===== src/rtl/spi_pkg.sv =====
// Shared SPI frame definitions, imported by both the initiator and the
// slave-side receive FSM so command encodings and widths cannot drift apart.
package spi_pkg;
  localparam int FRAME_W = 10;  // {cmd[1:0], data[7:0]}
  localparam int DATA_W  = 8;
  localparam int CNT_W   = 4;

  localparam logic [1:0] CMD_WR_ADDR = 2'b00;
  localparam logic [1:0] CMD_WR_DATA = 2'b01;
  localparam logic [1:0] CMD_RD_ADDR = 2'b10;
  localparam logic [1:0] CMD_RD_DATA = 2'b11;

  typedef enum logic [2:0] {
    IDLE,
    SELECT,
    SHIFT_OUT,
    WAIT_RD,
    SHIFT_IN
  } state_t;
endpackage


===== src/rtl/counter_down.sv =====
// 4-bit loadable down counter used to time the shift/wait phases of a frame.
//   clk, rst  : clock, synchronous active-high reset
//   load      : load load_val (has priority over en)
//   load_val  : value to load
//   en        : decrement by one
//   zero      : count currently equals zero
module counter_down
  import spi_pkg::*;
(
  input  logic             clk,
  input  logic             rst,
  input  logic             load,
  input  logic [CNT_W-1:0] load_val,
  input  logic             en,
  output logic             zero
);
  logic [CNT_W-1:0] cnt;

  always_ff @(posedge clk) begin
    if (rst)       cnt <= '0;
    else if (load) cnt <= load_val;
    else if (en)   cnt <= cnt - CNT_W'(1);
  end

  assign zero = (cnt == '0);
endmodule


===== src/rtl/spi_master_ctrl.sv =====
// SPI initiator: select bit + 10-bit {cmd, data} word out on MOSI, and for
// read-data commands an 8-bit response collected from MISO. SCLK is clk.
//   clk, rst          : system clock, synchronous active-high reset
//   start, cmd, wdata : frame request (accepted only when busy=0)
//   busy              : frame in progress (SS_n low)
//   done              : one-cycle pulse at frame end
//   rdata, rdata_valid: last read byte and its one-cycle strobe (cmd 11)
//   SS_n, MOSI, MISO  : SPI pins
module spi_master_ctrl
  import spi_pkg::*;
#(
  parameter int RD_WAIT = 2
) (
  input  logic              clk,
  input  logic              rst,
  input  logic              start,
  input  logic [1:0]        cmd,
  input  logic [DATA_W-1:0] wdata,
  output logic              busy,
  output logic              done,
  output logic [DATA_W-1:0] rdata,
  output logic              rdata_valid,
  output logic              SS_n,
  output logic              MOSI,
  input  logic              MISO
);
  state_t             state, state_n;
  logic [FRAME_W-1:0] shreg, shreg_n;
  logic [DATA_W-1:0]  rx_shreg, rx_n, rdata_n;
  logic               rd_frame, rd_n;
  logic               ss_n_n, mosi_n, done_n, rv_n;
  logic               cnt_load, cnt_en, cnt_zero;
  logic [CNT_W-1:0]   cnt_val;

  counter_down u_cnt (
    .clk      (clk),
    .rst      (rst),
    .load     (cnt_load),
    .load_val (cnt_val),
    .en       (cnt_en),
    .zero     (cnt_zero)
  );

  always_ff @(posedge clk) begin
    if (rst) begin
      state       <= IDLE;
      shreg       <= '0;
      rx_shreg    <= '0;
      rd_frame    <= 1'b0;
      rdata       <= '0;
      SS_n        <= 1'b1;
      MOSI        <= 1'b0;
      done        <= 1'b0;
      rdata_valid <= 1'b0;
    end else begin
      state       <= state_n;
      shreg       <= shreg_n;
      rx_shreg    <= rx_n;
      rd_frame    <= rd_n;
      rdata       <= rdata_n;
      SS_n        <= ss_n_n;
      MOSI        <= mosi_n;
      done        <= done_n;
      rdata_valid <= rv_n;
    end
  end

  always_comb begin
    state_n  = state;
    shreg_n  = shreg;
    rx_n     = rx_shreg;
    rd_n     = rd_frame;
    rdata_n  = rdata;
    ss_n_n   = SS_n;
    mosi_n   = MOSI;
    done_n   = 1'b0;
    rv_n     = 1'b0;
    cnt_load = 1'b0;
    cnt_en   = 1'b0;
    cnt_val  = '0;
    case (state)
      IDLE: begin
        ss_n_n = 1'b1;
        mosi_n = 1'b0;
        if (start) begin
          shreg_n = {cmd, wdata};
          rd_n    = (cmd == CMD_RD_DATA);
          ss_n_n  = 1'b0;
          mosi_n  = cmd[1];  // select bit: 1 = read
          state_n = SELECT;
        end
      end
      SELECT: begin
        // First word bit leaves here, so SHIFT_OUT sees nine more edges
        // before the count reaches zero on the edge that ends the word.
        cnt_load = 1'b1;
        cnt_val  = CNT_W'(FRAME_W - 1);
        mosi_n   = shreg[FRAME_W-1];
        shreg_n  = {shreg[FRAME_W-2:0], 1'b0};
        state_n  = SHIFT_OUT;
      end
      SHIFT_OUT: begin
        if (cnt_zero) begin
          mosi_n = 1'b0;
          if (rd_frame) begin
            cnt_load = 1'b1;
            cnt_val  = CNT_W'(RD_WAIT - 1);
            state_n  = WAIT_RD;
          end else begin
            ss_n_n  = 1'b1;
            done_n  = 1'b1;
            state_n = IDLE;
          end
        end else begin
          cnt_en  = 1'b1;
          mosi_n  = shreg[FRAME_W-1];
          shreg_n = {shreg[FRAME_W-2:0], 1'b0};
        end
      end
      WAIT_RD: begin
        mosi_n = 1'b0;
        if (cnt_zero) begin
          // The edge that ends the wait already samples MISO bit 7,
          // leaving seven bits for SHIFT_IN.
          rx_n     = {rx_shreg[DATA_W-2:0], MISO};
          cnt_load = 1'b1;
          cnt_val  = CNT_W'(DATA_W - 2);
          state_n  = SHIFT_IN;
        end else begin
          cnt_en = 1'b1;
        end
      end
      SHIFT_IN: begin
        rx_n = {rx_shreg[DATA_W-2:0], MISO};
        if (cnt_zero) begin
          rdata_n = {rx_shreg[DATA_W-2:0], MISO};
          rv_n    = 1'b1;
          done_n  = 1'b1;
          ss_n_n  = 1'b1;
          state_n = IDLE;
        end else begin
          cnt_en = 1'b1;
        end
      end
      default: state_n = IDLE;
    endcase
  end

  assign busy = (state != IDLE);
endmodule

===== config.mk =====
export PLATFORM = sky130hd
export DESIGN_NAME = spi_master_ctrl
export DESIGN_NICKNAME = d
export VERILOG_FILES = /design/src/rtl/spi_pkg.sv /design/src/rtl/counter_down.sv /design/src/rtl/spi_master_ctrl.sv
export SDC_FILE = /design/constraint.sdc
export NUM_CORES = 1
export LEC_CHECK = 0
export ABC_AREA = 1
export BUFFER_PORTS_ARGS = -buffer_cell sky130_fd_sc_hd__buf_2
export CAP_MARGIN = 20
export CORE_ASPECT_RATIO = 0.5
export CORE_MARGIN = 4
export CORE_UTILIZATION = 50
export DETAILED_ROUTE_END_ITERATION = 8
export PLACE_DENSITY = 0.85
export SETUP_SLACK_MARGIN = 0.3
export SLEW_MARGIN = 40
export SYNTH_ARGS = -nofsm -noshare
export SYNTH_HDL_FRONTEND = slang
export SYNTH_SLANG_ARGS = --single-unit

===== constraint.sdc =====
create_clock -name clk -period 1.5 [get_ports clk]
set_clock_uncertainty 0.2 [all_clocks]
set_input_delay 0.075 -clock clk [delete_from_list [all_inputs] [get_ports clk]]
set_output_delay 0.075 -clock clk [all_outputs]
set_load 0.01 [all_outputs]

==> results.toml <==
[yosys]
yosysUniqueCellTypes = 24
synthTopCellsByArea = "dfxtp_1, nor2_1, nand2_1"
synth.top_cell.area_share = 0.430
ys_seq_area_frac = 0.430
yosys_register_bits = 37
netlist_area_um2 = 1720
yosys.area.top_type = "dfxtp_1"
syn_area_per_cell_um2 = 6.84
syn_nets = 267
yosysWarnings = 0
syn_inst = 252

[setup_path]
required_ns = 1.49
r2r_cells = 8
worstReg2RegStart = "u_cnt.cnt[0]"
cp-start-kind = "flop"
critical_path.top_delay_family = "simple AND/OR/NAND/NOR gates"
path_cells = "inv_2 > ha_4 > nand2_8 > nor2_4 > nor2_4 > inv_4 > nor2_1 > nor2_1"
slowest_delay_ns = 0.33
r2r-end = "rx_shreg[0]"
cp.arrival_ns = 1.61
cp.buffers_inverters = 2
crit_path_end_kind = "flop"
r2r_slack_ns = -0.12
path_class = "flop to flop"
cp_slowest_cell = "dfxtp_2"
cp_max_fo = 8

[power]
switching_share = 0.432
seq_power_share = 0.282
ir_drop_mv = 1.15
p_int_w = 0.00314
p_leak_nw = 1.30
switching_power_w = 0.00239
pwr-share-comb = 0.550
clkPwrFrac = 0.168
power_density_nw_per_um2 = 2060

[placed_design]
dpl.hpwl_mm = 2.78
numPortBuffers = 26
dpl.cell_count = 322
place_congestion = 0.912

[floorplanning]
die_h_um = 49.5
fp-row-count = 14
die_area_um2 = 4510
dieWidth_um = 91.0
initial_core_util = 0.546
coreArea_um2 = 3150
ios = 27

[cts]
clockBufferDepth = 2
cts_made_buffers = 5
hold_buffers = 10
clock_latency_ns = 0.31
cts.sinks = 37
cts.htree.levels = 2
clk_pin_slew_worst_paths_ns = 0.09
cts_root_buf = "clkbuf_8"
cts_tree = "built"

[sta]
period_needed_ns = 1.62
rsz0062_at_grt = "yes"
setup_slack_ns = -0.125
worst_hold_slack_ns = -0.141
finalSetupViolCount = 32
fin_crit_sh = 1.08
final_max_slew_viol_count = 0
relSlewSlack = 0.836
worst_pin_slew_ns = 0.246
fmax_ghz = 0.615
hold_viol = 4

[grt]
grt_usage = 0.262
grt_max_degree = 24
grt_pass1_vias = 1953
grt-ovfl-total = 0
grt_pass1_wl_mm = 9.36
antenna_found_initial = 0

[final_layout]
stdcell_count = 361
syn2layout_area_growth_pct = 55.8
diodes = 0
drive_above_1_share = 0.414
final_core_util = 0.851
fin_nets = 335

[detailed_routing]
drtIter0Drc = 216
drt_pass1_iterations = 6
wl_per_cell_um = 19.5
via_per_inst = 6.25
drc_errors = 0
wl_mm = 7.04
antenna_left = 0
via_count = 2255

[hold_path]
hold_end = "state[2]"
holdPathStages = 2
hp-start = "rst"
hp-class = "input port to flop"

[run_status]
status = "complete, but fails checks"
failed_checks = "hold timing, setup timing"

[run]
maxCapViolCount = 0
-- registers in the layout (all words and copies together), names as in the netlist --
register,flops
shreg,10
rdata,8
rx_shreg,7
u_cnt.cnt,4
state,3
MOSI,1
SS_n,1
done,1
rd_frame,1
rdata_valid,1
-- per-stage QoR --
| stage | area [µm²] | total power, W | hold WS (ns) | worst slack [ns] | setup TNS [ns] |
|---|---|---|---|---|---|
| 2_1_floorplan | 1780 | 0.00280 | -0.0633 | 0.0943 | 0 |
| 3_3_place_gp | 2010 | 0.00319 | 0.117 | 0.0586 | 0 |
| 3_5_place_dp | 2010 | 0.00325 | 0.145 | 0.00520 | 0 |
| 4_1_cts | 2460 | 0.00472 | -0.168 | 0.00443 | 0 |
| 5_1_grt | 2680 | 0.00579 | -0.153 | -0.193 | -4.20 |
| 6_report | 2680 | 0.00553 | -0.141 | -0.125 | -1.67 |
-- power groups by stage --
stage	Sequential (W)	Clock [W]	Combinational [W]
3_5_place_dp	0.00147	0	0.00178
6_report	0.00156	0.000931	0.00304
2_1_floorplan	0.00144	0	0.00135
4_1_cts	0.00149	0.000921	0.00231
5_1_grt	0.00157	0.000973	0.00325
3_3_place_gp	0.00146	0	0.00173
-- how the worst max path moves through the flow --
| stage | startpoint | end | cells after the start |
|---|---|---|---|
| after floorplan | u_cnt.cnt[1] | shreg[1] | 9 |
| after global placement | u_cnt.cnt[1] | rx_shreg[3] | 8 |
| after detailed placement | u_cnt.cnt[1] | shreg[2] | 9 |
| after CTS | u_cnt.cnt[1] | u_cnt.cnt[0] | 10 |
| after global routing | u_cnt.cnt[1] | shreg[7] | 9 |
| final | u_cnt.cnt[0] | rx_shreg[0] | 8 |
-- Yosys cell counts, drive strengths merged --
library cell   n
a211oi         1
nand4          4
inv           31
nor2          53
a31oi          1
ha             1
buf            4
o21ai         27
clkinv         1
nand3         23
a21oi         16
xnor2          1
dfxtp         37
nand2         48
clkbuf         3
o211ai         1
-- per-layer routing --
| metal | up-vias | GRT usage | share of wire |
|---|---|---|---|
| met1 | 1040 | 0.303 | 0.37 |
| met5 | - | 0 | 0 |
| met4 | 0 | 0.165 | 0.080 |
| li1 | 950 | - | - |
| met2 | 197 | 0.437 | 0.45 |
| met3 | 68 | 0.0684 | 0.11 |
-- placed cells by master, fill, tap and decap left out, types with 2 or more instances in the layout --
| cell | instances |
|---|---|
| nor2_1 | 36 |
| nand2_1 | 35 |
| dfxtp_1 | 30 |
| buf_2 | 25 |
| buf_4 | 22 |
| inv_1 | 21 |
| o21ai_0 | 15 |
| nand3_1 | 14 |
| a21oi_1 | 11 |
| nor2_4 | 10 |
| dlygate4sd3_1 | 10 |
| nand3_2 | 8 |
| o21ai_1 | 8 |
| nand2_4 | 7 |
| nor2_2 | 7 |
| inv_2 | 6 |
| clkbuf_8 | 6 |
| buf_6 | 6 |
| nand2_2 | 5 |
| a21oi_2 | 4 |
| o21ai_2 | 4 |
| nand4_1 | 4 |
| dfxtp_2 | 4 |
| inv_4 | 3 |
| dfxtp_4 | 3 |
| buf_12 | 2 |
-- logic make-up (layout without fill, tap and decap cells) --
logic type	after synthesis	in the layout	synth area share
and+or+nand+nor	128	128	0.326
AOI/OAI and AO/OA	46	46	0.137
buffers and inverters	39	108	0.0944
DFF	37	37	0.430
adders and majority gates	1	1	0.00726
xor gates and xnor gates	1	1	0.00508
-- area by class of cell --
type	count	area, µm²
timing repair buffer	67	551
timing repair inverter	1	11.3
tap	40	50.0
inverter	32	138
fill	145	469
multi-input combinational	176	1060
clock inverter	2	37.5
sequential	37	757
clock buffer	6	82.6
-- what timing repair did --
action                                  4_1_cts  5_1_grt
gates resized for setup                      39       34
cloned                                        2        1
pin swaps                                     5       14
endpoints found under the setup margin       38       38
setup buffers                                10        8
endpoints found under the hold margin        17        4
No activity file was read; power rests on OpenSTA's default activity.
